`config.mk`:
```
export PLATFORM = sky130hd
export DESIGN_NAME = gelato_fetch_scheduler_flat
export DESIGN_NICKNAME = d
export VERILOG_FILES = /design/src/rtl/gelato_fetch_scheduler_if.sv /design/src/rtl/gelato_fetch_scheduler.sv /design/src/flat_wrapper.sv
export SDC_FILE = /design/constraint.sdc
export NUM_CORES = 1
export LEC_CHECK = 0
export ABC_AREA = 1
export BUFFER_PORTS_ARGS = -buffer_cell sky130_fd_sc_hd__buf_2
export CAP_MARGIN = 20
export CORE_MARGIN = 3
export CORE_UTILIZATION = 45
export CTS_CLUSTER_DIAMETER = 30
export DETAILED_ROUTE_END_ITERATION = 7
export GPL_TIMING_DRIVEN = 0
export PLACE_DENSITY = 0.81
export RECOVER_POWER = 50
export REMOVE_ABC_BUFFERS = 1
export SYNTH_ARGS = -nofsm -noshare
export SYNTH_HDL_FRONTEND = slang
export SYNTH_SLANG_ARGS = --single-unit
```
`constraint.sdc`:
```
create_clock -name clk -period 2.5 [get_ports clk]
set_clock_uncertainty 0.15 [all_clocks]
set_input_delay 0.125 -clock clk [delete_from_list [all_inputs] [get_ports clk]]
set_output_delay 0.125 -clock clk [all_outputs]
set_load 0.01 [all_outputs]
```
`src/rtl/gelato_fetch_scheduler_if.sv`:
```
// gelato_fetch_scheduler_if
//   Link between the split/PC tables, the fetch scheduler and the fetch stage.
//   master : environment side (tables drive offers and re-activation, the
//            fetch stage drives fetch_ready)
//   slave  : the scheduler (consumes offers, drives the fetch request slot)
//   Signals:
//     pc_valid / pc / split_table_num      per-warp PC offer
//     activate_valid / activate_warp_num   one-shot warp re-activation
//     fetch_valid / fetch_ready            fetch request handshake
//     fetch_warp_num / fetch_pc / fetch_split_table_num  request payload
//     pending                              per-warp in-flight flags
interface gelato_fetch_scheduler_if #(
  parameter int WARP_NUM        = 4,
  parameter int WARP_NUM_WIDTH  = $clog2(WARP_NUM),
  parameter int PC_WIDTH        = 32,
  parameter int SPLIT_NUM_WIDTH = 2
);
  logic [WARP_NUM-1:0]                      pc_valid;
  logic [WARP_NUM-1:0][PC_WIDTH-1:0]        pc;
  logic [WARP_NUM-1:0][SPLIT_NUM_WIDTH-1:0] split_table_num;
  logic                                     activate_valid;
  logic [WARP_NUM_WIDTH-1:0]                activate_warp_num;
  logic                                     fetch_valid;
  logic                                     fetch_ready;
  logic [WARP_NUM_WIDTH-1:0]                fetch_warp_num;
  logic [PC_WIDTH-1:0]                      fetch_pc;
  logic [SPLIT_NUM_WIDTH-1:0]               fetch_split_table_num;
  logic [WARP_NUM-1:0]                      pending;

  modport master (
    output pc_valid, pc, split_table_num, activate_valid, activate_warp_num, fetch_ready,
    input  fetch_valid, fetch_warp_num, fetch_pc, fetch_split_table_num, pending
  );

  modport slave (
    input  pc_valid, pc, split_table_num, activate_valid, activate_warp_num, fetch_ready,
    output fetch_valid, fetch_warp_num, fetch_pc, fetch_split_table_num, pending
  );
endinterface

```
`src/rtl/gelato_fetch_scheduler.sv`:
```
// gelato_fetch_scheduler
//   Picks one eligible warp per cycle (round-robin, starting after the last
//   grant), registers its PC and split entry into a single fetch request slot
//   and marks the warp pending until the split table re-activates it.
//   Ports:
//     clk  clock
//     rst  synchronous active-high reset
//     rdy  global enable; low freezes all state and outputs
//     bus  scheduler side (slave) of gelato_fetch_scheduler_if
module gelato_fetch_scheduler #(
  parameter int WARP_NUM        = 4,
  parameter int WARP_NUM_WIDTH  = $clog2(WARP_NUM),
  parameter int PC_WIDTH        = 32,
  parameter int SPLIT_NUM_WIDTH = 2
) (
  input  logic                     clk,
  input  logic                     rst,
  input  logic                     rdy,
  gelato_fetch_scheduler_if.slave  bus
);

  typedef struct packed {
    logic [WARP_NUM_WIDTH-1:0]  warp;
    logic [PC_WIDTH-1:0]        pc;
    logic [SPLIT_NUM_WIDTH-1:0] split;
  } fetch_req_t;

  logic [WARP_NUM-1:0]       pending_q, pending_nxt, eligible;
  logic [WARP_NUM_WIDTH-1:0] last_grant, win, idx;
  logic                      found, slot_free, grant, fetch_valid_q;
  fetch_req_t                slot_q;

  for (genvar g = 0; g < WARP_NUM; g++) begin : g_elig
    assign eligible[g] = bus.pc_valid[g] & ~pending_q[g];
  end

  // Search last_grant+1 .. last_grant+WARP_NUM; the index wraps naturally
  // because WARP_NUM is a power of two.
  always_comb begin
    found = 1'b0;
    win   = '0;
    idx   = '0;
    for (int k = 1; k <= WARP_NUM; k++) begin
      idx = last_grant + WARP_NUM_WIDTH'(k);
      if (!found && eligible[idx]) begin
        found = 1'b1;
        win   = idx;
      end
    end
  end

  assign slot_free = ~fetch_valid_q | bus.fetch_ready;
  assign grant     = rdy & slot_free & found;

  // Clear from activation first, then set from grant so a same-cycle grant wins.
  always_comb begin
    pending_nxt = pending_q;
    if (bus.activate_valid) pending_nxt[bus.activate_warp_num] = 1'b0;
    if (grant)              pending_nxt[win] = 1'b1;
  end

  always_ff @(posedge clk) begin
    if (rst) begin
      pending_q     <= '0;
      last_grant    <= WARP_NUM_WIDTH'(WARP_NUM - 1);
      fetch_valid_q <= 1'b0;
      slot_q        <= '0;
    end else if (rdy) begin
      pending_q <= pending_nxt;
      if (slot_free) begin
        fetch_valid_q <= found;
        if (found) begin
          slot_q.warp  <= win;
          slot_q.pc    <= bus.pc[win];
          slot_q.split <= bus.split_table_num[win];
          last_grant   <= win;
        end
      end
    end
  end

  assign bus.fetch_valid           = fetch_valid_q;
  assign bus.fetch_warp_num        = slot_q.warp;
  assign bus.fetch_pc              = slot_q.pc;
  assign bus.fetch_split_table_num = slot_q.split;
  assign bus.pending               = pending_q;

endmodule

```
`src/flat_wrapper.sv`:
```
// flat-port wrapper written by rule: the top's interface ports become plain ports
module gelato_fetch_scheduler_flat 
#(
  parameter int WARP_NUM        = 4,
  parameter int WARP_NUM_WIDTH  = $clog2(WARP_NUM),
  parameter int PC_WIDTH        = 32,
  parameter int SPLIT_NUM_WIDTH = 2
)
  (clk, rst, rdy, bus_pc_valid, bus_pc, bus_split_table_num, bus_activate_valid, bus_activate_warp_num, bus_fetch_ready, bus_fetch_valid, bus_fetch_warp_num, bus_fetch_pc, bus_fetch_split_table_num, bus_pending);
  gelato_fetch_scheduler_if #(.WARP_NUM(WARP_NUM), .WARP_NUM_WIDTH(WARP_NUM_WIDTH), .PC_WIDTH(PC_WIDTH), .SPLIT_NUM_WIDTH(SPLIT_NUM_WIDTH)) bus_i ();
  input  logic clk;
  input  logic rst;
  input  logic rdy;
  input wire logic [$bits(bus_i.pc_valid)-1:0] bus_pc_valid;
  input wire logic [$bits(bus_i.pc)-1:0] bus_pc;
  input wire logic [$bits(bus_i.split_table_num)-1:0] bus_split_table_num;
  input wire logic [$bits(bus_i.activate_valid)-1:0] bus_activate_valid;
  input wire logic [$bits(bus_i.activate_warp_num)-1:0] bus_activate_warp_num;
  input wire logic [$bits(bus_i.fetch_ready)-1:0] bus_fetch_ready;
  output wire logic [$bits(bus_i.fetch_valid)-1:0] bus_fetch_valid;
  output wire logic [$bits(bus_i.fetch_warp_num)-1:0] bus_fetch_warp_num;
  output wire logic [$bits(bus_i.fetch_pc)-1:0] bus_fetch_pc;
  output wire logic [$bits(bus_i.fetch_split_table_num)-1:0] bus_fetch_split_table_num;
  output wire logic [$bits(bus_i.pending)-1:0] bus_pending;
  assign bus_i.pc_valid = bus_pc_valid;
  assign bus_i.pc = bus_pc;
  assign bus_i.split_table_num = bus_split_table_num;
  assign bus_i.activate_valid = bus_activate_valid;
  assign bus_i.activate_warp_num = bus_activate_warp_num;
  assign bus_i.fetch_ready = bus_fetch_ready;
  assign bus_fetch_valid = bus_i.fetch_valid;
  assign bus_fetch_warp_num = bus_i.fetch_warp_num;
  assign bus_fetch_pc = bus_i.fetch_pc;
  assign bus_fetch_split_table_num = bus_i.fetch_split_table_num;
  assign bus_pending = bus_i.pending;
  gelato_fetch_scheduler #(.WARP_NUM(WARP_NUM), .WARP_NUM_WIDTH(WARP_NUM_WIDTH), .PC_WIDTH(PC_WIDTH), .SPLIT_NUM_WIDTH(SPLIT_NUM_WIDTH)) u_core (.clk(clk), .rst(rst), .rdy(rdy), .bus(bus_i));
endmodule
```
==> results.cfg, run 1 <==
[power]
swShare_pct = 55.1
pwr-share-clk_pct = 8.6
p_total_w = 0.00578
p_int_w = 0.00260
p_comb_share_pct = 73.4
p_leak_nw = 2.17
p_seq_share_pct = 18.0
vdd_drop_max_mv = 0.685
powerDensity_mw_per_mm2 = 1220
p_sw_w = 0.00318

[place]
pre_cts_slack_ns = -0.485
io_buffers = 187
placed_area_mm2 = 0.00411
dp_hpwl_mm = 7.92
place_congestion = 0.870

[floorplanning]
rows = 30
die-width_um = 92.0
dieArea_mm2 = 0.00846
chipHeight_um = 92.0
io_pins = 188
initial_utilization_pct = 47.6
core-area_mm2 = 0.00698

[worst_setup_path]
crit_arrival_ns = 2.48
worstSetupStartpointType = register
worstSetupPathType = register to register
reg2regPathDepth = 15
cp-end-kind = register
critPathLaunch = u_core.bus.pending[2]
worstPathRequired_ns = 2.58
reg2reg_from = u_core.bus.pending[2]
cp_max_fo = 31

[min_path]
hold_path_depth = 5
hp-start = bus_pc[2]
hold_path_class = input pin to register

[timing]
fin_setup_tns_ns = 0
fin_crit_ns = 2.40
finalCritPeriodShare_pct = 96.1
setup_viol = 0
tightest_slew_ns = 1.11
fin_ws_ns = 0.0965
max-slew-margin-rel_pct = 25.7
max_freq_ghz = 0.416
whs_ns = 0.0172
hold_viol = 0
slew_viol_final = 0

[flow_run]
cap_violations = 0

[route]
drt-total-wl_mm = 13.4
dr.pass1.iters = 5
ant_nets = 0
via_count = 4374
wl_per_cell_um = 16.9
drc = 0
avgViaCountPerCell = 5.50
drtIter0Drc = 259

[final_layout]
fin_area_mm2 = 0.00474
area_growth_pct = 42.4
final_cell_mix = 146 x buf_2, 135 x nand3_1, 91 x nand2_1
drive_above_1_share_pct = 34.5
antenna_cells = 0
final_common_cell = buf_2
final_nets = 845

[outcome]
outcome = complete, no violations

[global_routing]
grt_pass1_vias = 4095
grt_max_degree = 77
grt.overflow.total = 0
grt_util_all_layers_pct = 28.1
antenna_found_initial = 0
grt_first_pass_wirelength_mm = 19.3

[synthesis]
synth.avg_cell_area_um2 = 6.71
synth.top_cell.area_share_pct = 25.9
synthCells = 496
ys_seq_area_share_pct = 25.9
syn_area_mm2 = 0.00333
yosysWarningCount = 0
yosys.area.top_type = dfxtp_1
synth_area_leaders = dfxtp_1 26%, nand3_1 20%, nand2_1 10%
synth_cell_types = 29
synth-seq-cells = 43

[clock_network]
htreeDepth = 2
cts_buffers = 5
cts.sinks = 43
insertion_delay_ns = 0.29
clockRootBuffer = clkbuf_8
clockBufferDepth = 2
cts_tree = yes
path_clk_slew_ns = 0.08
[cells by family after synthesis]
group,share of synthesized area (%)
AND/OR/NAND/NOR,54.6
AO/OA/AOI/OAI,8.05
flip-flops,25.9
buffers and inverters,11.5
[area by class of cell]
type	count	area [um^2]
repair buffers	226	1310
flip-flops and latches	43	866
well taps	96	120
inverters	15	66.3
clock buffers	8	100
fillers	610	2250
multi-input cells	407	2270
[flip-flops by register name (all words and copies together), names as in the netlist]
| register | cells |
|---|---|
| u_core.bus.fetch_valid | 1 |
| u_core.last_grant | 2 |
| u_core.bus.fetch_split_table_num | 2 |
| u_core.bus.fetch_pc | 32 |
| u_core.bus.fetch_warp_num | 2 |
| u_core.bus.pending | 4 |
[cell usage after synthesis]
library cell / n
o21ai_1: 4
dfxtp_1: 43
nor2_1: 61
nor2_8: 1
nor2_2: 10
o31ai_1: 2
buf_6: 8
a21oi_1: 8
o21ai_2: 1
buf_12: 4
clkbuf_1: 10
inv_4: 1
nand2_1: 92
inv_1: 10
nor2_4: 2
nand2_4: 4
buf_8: 3
nand2_2: 10
nand3_2: 29
inv_2: 4
o41ai_1: 1
o211ai_1: 2
nand3_1: 136
buf_4: 2
nor3_2: 1
nand3_4: 2
nand4_1: 2
o21ai_0: 32
buf_2: 11
[routing by layer]
layer,global-route usage [%],up-vias,part of all wire (%)
met1,32.0,1966,36
met5,0,-,0
li1,-,2086,-
met4,14.9,0,4.9
met2,47.5,273,49
met3,8.04,49,10
[metrics by stage]
stage / instances / utilization [%]
2_1_floorplan: 458 / -
3_3_place_gp: 741 / 58.1
3_5_place_dp: 743 / 58.9
4_1_cts: 783 / 65.6
5_1_grt: 795 / 67.8
6_report: 795 / 67.8
[repair_timing]
item / 4_1_cts / 5_1_grt
endpoints found under the hold margin: 34 / 0
gates resized for setup: 13 / 11
buffers inserted: 1 / 7
hold buffers: 28 / 0
pin swaps: 3 / 9
gates cloned: 3 / 5
endpoints found under the setup margin: 42 / 37
[critical path: stages (launching register included)]
cell	delay (ns)
dfxtp_1	0.40
inv_1	0.09
nand3_1	0.16
nand2_1	0.13
nand2_1	0.11
nand2_1	0.09
nand3_1	0.08
nor2_1	0.06
nor2_4	0.27
nand2_8	0.09
buf_16	0.18
nor2_1	0.22
nand2_1	0.10
nand2_1	0.07
nor2_1	0.05
nor2_1	0.08
[power groups by stage]
stage	Clock [W]	Combinational, W	Sequential, W
after CTS	0.000511	0.00368	0.00102
final	0.000497	0.00424	0.00104
after floorplan	0	0.00227	0.00111
after global placement	0	0.00321	0.00102
after global routing	0.000547	0.00462	0.00106
after detailed placement	0	0.00342	0.00103
[final timing paths]
kind | endpoint | slack, ns
max | u_core.bus.fetch_split_table_num[0] | 0.1
min | u_core.bus.fetch_pc[2] | 0.02
max reg2reg | u_core.bus.fetch_split_table_num[0] | 0.1
min reg2reg | u_core.bus.fetch_warp_num[0] | 0.33
Note: power is estimated with default switching activity, not from simulation.
==> inputs of run 2 (changes only) <==
==> constraint.sdc (replaced) <==
create_clock -name clk -period 2.95 [get_ports clk]
set_clock_uncertainty 0.15 [all_clocks]
set_input_delay 0.295 -clock clk [delete_from_list [all_inputs] [get_ports clk]]
set_output_delay 0.295 -clock clk [all_outputs]
set_load 0.01 [all_outputs]
==> run 2 against run 1 <==
First-iteration DRC count is 19% lower. Routed wire length is 18% lower. Cell count is 4.9% lower. Utilization is 7.2 points lower. Largest power group unchanged. Critical endpoint is now u_core.bus.fetch_pc[17]. Worst setup slack better by 0.16 ns.
==> results.cfg, run 2 (synthesis gave the netlist of run 1 again) <==
[timing]
setup_viol = 0
rsz0062_at_grt = false
fin_ws_ns = 0.259
slew_viol_final = 0
whs_ns = 0.120
tightest_slew_ns = 1.06
hold_viol = 0
fin_crit_ns = 2.69
max_freq_ghz = 0.372
max-slew-margin-rel_pct = 29.4
finalCritPeriodShare_pct = 91.2

[route]
dr.pass1.iters = 4
drc = 0
wl_per_cell_um = 14.7
drt-total-wl_mm = 11.1
via_count = 3958
ant_nets = 0
avgViaCountPerCell = 5.24
drtIter0Drc = 210

[worst_setup_path]
worstSetupStartpointType = register
critPathLaunch = u_core.last_grant[0]
cp-end-kind = register
crit_slowest_cell = nand2_4
worstPathRequired_ns = 2.99
reg2regPathDepth = 15
worstSetupPathType = register to register
crit_arrival_ns = 2.73
endpoint = u_core.bus.fetch_pc[17]
cp_max_fo = 68
reg2reg_to = u_core.bus.fetch_pc[17]
cp_cell_sequence = inv_4 -> nand2_2 -> nand2_2 -> nand3_2 -> nand2_4 -> nand3_4 -> inv_2 -> nand3_2 -> nand2_4 -> nor2_4 -> buf_12 -> nand2_1 -> nand2_1 -> nor2_1 -> nor2_2
reg2reg_from = u_core.last_grant[0]
r2r_setup_slack_ns = 0.26
max_stage_delay_ns = 0.61

[clock_network]
cts_tree = yes
clockBufferDepth = 2
htreeDepth = 2
cts.sinks = 43
path_clk_slew_ns = 0.08
ctsHoldBuffers = 0
cts_buffers = 5
insertion_delay_ns = 0.29
clockRootBuffer = clkbuf_8

[min_path]
hold_path_class = input pin to register

[global_routing]
grt_pass1_vias = 3765
grt.overflow.total = 0
grt_util_all_layers_pct = 25.8
antenna_found_initial = 0
grt_max_degree = 77
grt_first_pass_wirelength_mm = 17.8

[final_layout]
final_nets = 806
final_cell_mix = 146 x buf_2, 136 x nand3_1, 91 x nand2_1
fillCellCount = 689
multi_input_area_mm2 = 0.00210
regArea_um2 = 862
instances_no_fill = 756
area_growth_pct = 27.2
final_common_cell = buf_2
antenna_cells = 0
drive_above_1_share_pct = 34.4
largest_reg_flops = 32

[floorplanning]
rows = 30
initial_utilization_pct = 47.6
chipHeight_um = 92.0
die-width_um = 92.0
io_pins = 188
dieArea_mm2 = 0.00846
core-area_mm2 = 0.00698

[power]
p_leak_nw = 1.98
vdd_drop_max_mv = 0.707
powerDensity_mw_per_mm2 = 1010
p_total_w = 0.00425

[place]
dp_hpwl_mm = 7.92
place_congestion = 0.870
pre_cts_slack_ns = -0.0349
place_inst = 743
io_buffers = 187

[outcome]
outcome = complete, no violations

[flow_run]
cap_violations = 0
run 2: changes by cell type in the layout (fill, tap and decap cells not counted), moves of 2 or more:
cell	previous run	this run
dlygate4sd3_1	28	0
buf_4	7	2
nand3_2	27	29
nor2_4	5	2
inv_2	2	4
nand3_4	5	2
nand2_8	6	0
nand2_2	8	10
run 2: worst min-delay path by stage:
| stage | slack (ns) | start | depth (start not counted) | to |
|---|---|---|---|---|
| after floorplan | 0.21 | rst | 1 | u_core.bus.fetch_valid |
| after global placement | 0.30 | u_core.bus.fetch_warp_num[0] | 2 | u_core.bus.fetch_warp_num[0] |
| after detailed placement | 0.31 | u_core.bus.fetch_warp_num[0] | 2 | u_core.bus.fetch_warp_num[0] |
| after CTS | 0.11 | rst | 2 | u_core.bus.pending[0] |
| after global routing | 0.12 | rst | 2 | u_core.bus.pending[3] |
| final | 0.12 | rst | 2 | u_core.bus.fetch_warp_num[1] |
run 2: stage by stage:
step	cell area [um^2]	TNS (ns)	utilization [%]
2_1_floorplan	3000	0	-
3_3_place_gp	4060	-20.21	58.1
3_5_place_dp	4110	-0.159	58.9
4_1_cts	4250	0	60.9
5_1_grt	4230	0	60.6
6_report	4230	0	60.6
run 2: what timing repair did:
| item | 4_1_cts | 5_1_grt |
|---|---|---|
| gates cloned | 1 | 0 |
| resized for setup | 1 | 2 |
| pin swaps | 2 | 1 |
| setup buffers | 2 | 1 |
| setup endpoints to repair | 15 | 34 |
run 2: layer usage:
metal	GRT usage (%)	vias up	part of all wire, %
li1	-	1997	-
met1	30.2	1788	38
met2	44.1	151	51
met3	7.79	22	8.4
met4	10.0	0	3.1
met5	0	-	0
run 2: area by class of cell:
class / count / area share, %
well taps: 96 / 2.84
multi-input cells: 401 / 49.7
flip-flops and latches: 43 / 20.4
repair buffers: 193 / 23.3
inverters: 15 / 1.39
clock buffers: 8 / 2.37
run 2: critical path, delay by kind of cell, from the launching register on:
family	cells	cell delay [ns]
DFF	1	0.40
and+or+nand+nor	12	1.59
buffers and inverters	3	0.45
run 2: report_power, final:
| part | internal, W | switching [W] |
|---|---|---|
| Clock | 0.000214 | 0.000205 |
| Sequential | 0.000758 | 0.000113 |
| Combinational | 0.000983 | 0.00198 |
==> inputs of run 3 (changes only) <==
--- a/config.mk
+++ b/config.mk
@@ -13,6 +13,7 @@
 export CTS_CLUSTER_DIAMETER = 30
 export DETAILED_ROUTE_END_ITERATION = 7
 export GPL_TIMING_DRIVEN = 0
+export HOLD_SLACK_MARGIN = 0.15
 export PLACE_DENSITY = 0.81
 export RECOVER_POWER = 50
 export REMOVE_ABC_BUFFERS = 1
==> run 3 against run 2 <==
Fmax about the same. Largest cell class unchanged. Flip-flop and latch count stayed put. Critical path type unchanged. Clock-buffer cell count stayed put. Sequential power barely moved. Sequential share of layout area is 0.43 points lower. Hold slack gained 0.034 ns.
==> results.cfg, run 3 (synthesis gave the netlist of run 1 again) <==
[clock_network]
htreeDepth = 2
clockRootBuffer = clkbuf_8
cts_tree = yes
cts_buffers = 5
path_clk_slew_ns = 0.09
clockBufferDepth = 2
insertion_delay_ns = 0.29
cts.sinks = 43

[global_routing]
use_met1_pct = 30.6
grt_pass1_vias = 3849
grt_util_met3_pct = 7.71
grt_first_pass_wirelength_mm = 18.1
grt_util_all_layers_pct = 26.2
use_met2_pct = 44.5
grt_busiest_layer = met2
grt_max_degree = 77
grt.overflow.total = 0
antenna_found_initial = 0

[timing]
tightest_slew_ns = 1.05
rsz0062_at_grt = false
max-slew-margin-rel_pct = 30.0
finalCritPeriodShare_pct = 91.2
max_freq_ghz = 0.372
fin_setup_tns_ns = 0
hold_viol = 0
slew_viol_final = 0
setup_viol = 0
fin_crit_ns = 2.69
fin_ws_ns = 0.259

[final_layout]
regArea_um2 = 862
final_cell_mix = 146 x buf_2, 136 x nand3_1, 91 x nand2_1
antenna_cells = 0
fillCellCount = 674
area_growth_pct = 30.0
multi_input_area_mm2 = 0.00211
fin_area_mm2 = 0.00432
drive_above_1_share_pct = 33.8
instances_no_fill = 764
final_nets = 814
final_common_cell = buf_2
largest_reg_flops = 32

[route]
avgViaCountPerCell = 5.24
drt-total-wl_mm = 11.2
drc = 0
wl_per_cell_um = 14.6
dr.pass1.iters = 5
via_count = 4006
drtIter0Drc = 207
ant_nets = 0

[outcome]
outcome = complete, no violations

[power]
vdd_drop_max_mv = 0.629
powerDensity_mw_per_mm2 = 984
p_total_w = 0.00425
p_leak_nw = 2.01

[place]
place_inst = 743
io_buffers = 187
place_congestion = 0.870
dp_hpwl_mm = 7.92
pre_cts_slack_ns = -0.0349
placed_area_mm2 = 0.00411

[worst_setup_path]
worstSetupPathType = register to register
cp-end-kind = register
worstPathRequired_ns = 2.99
crit_arrival_ns = 2.73
cp_max_fo = 38
worstSetupStartpointType = register

[floorplanning]
die-width_um = 92.0
dieArea_mm2 = 0.00846
initial_utilization_pct = 47.6
core-area_mm2 = 0.00698
rows = 30
io_pins = 188
chipHeight_um = 92.0

[flow_run]
cap_violations = 0

[min_path]
hold_path_class = input pin to register
==> run 3: worst paths after layout <==
kind,startpoint,to,slack [ns],cells after the start
hold / removal,bus_pc[127],u_core.bus.fetch_pc[31],0.15,5
hold reg to reg,u_core.bus.fetch_warp_num[0],u_core.bus.fetch_warp_num[0],0.32,2
setup / recovery,u_core.last_grant[1],u_core.bus.fetch_pc[22],0.26,17
setup reg to reg,u_core.last_grant[1],u_core.bus.fetch_pc[22],0.26,17
==> run 3: stage by stage <==
stage               hold WS [ns]  util [%]
detailed placement         0.309      58.9
global placement           0.302      58.1
floorplan                  0.214         -
finish                     0.154      61.9
global route               0.155      61.9
CTS                        0.151      62.2
==> run 3: power by group <==
| part | switching, W | total, W | internal (W) |
|---|---|---|---|
| registers | 0.000114 | 0.000872 | 0.000758 |
| logic | 0.00198 | 0.00296 | 0.000979 |
| clock network | 0.000204 | 0.000418 | 0.000214 |
| total | 0.00230 | 0.00425 | 0.00195 |
==> run 3: repair_timing <==
item,CTS,global route
endpoints found under the hold margin,15,0
cloned,1,0
resized for setup,1,3
buffers inserted,2,0
endpoints found under the setup margin,15,34
hold buffers,9,0
pin swaps,2,0
==> run 3: critical path, stage by stage (launching register included) <==
cell	delay, ns
dfxtp_1	0.48
inv_2	0.14
nand2_2	0.09
nand2_2	0.08
nand3_2	0.10
nand2_4	0.10
nand2_1	0.08
nand2_1	0.05
nand2_1	0.06
nand2_2	0.11
nor2_4	0.33
buf_12	0.27
nor2_4	0.08
buf_12	0.17
nand2_1	0.05
nand2_1	0.05
nor2_1	0.14
nor2_2	0.04
==> run 3: final cells by class <==
class	count	area share [%]
Clock buffer	8	2.32
Inverter	15	1.36
Multi-Input combinational cell	401	48.9
Sequential cell	43	19.9
Tap cell	96	2.78
Timing Repair Buffer	201	24.7
==> run 3: metal layers <==
metal  vias up  share of wire (%)
met1      1787                 37
met2       188                 51
met4         0                3.1
met3        20                9.1
li1       2011                  -
met5         -                  0
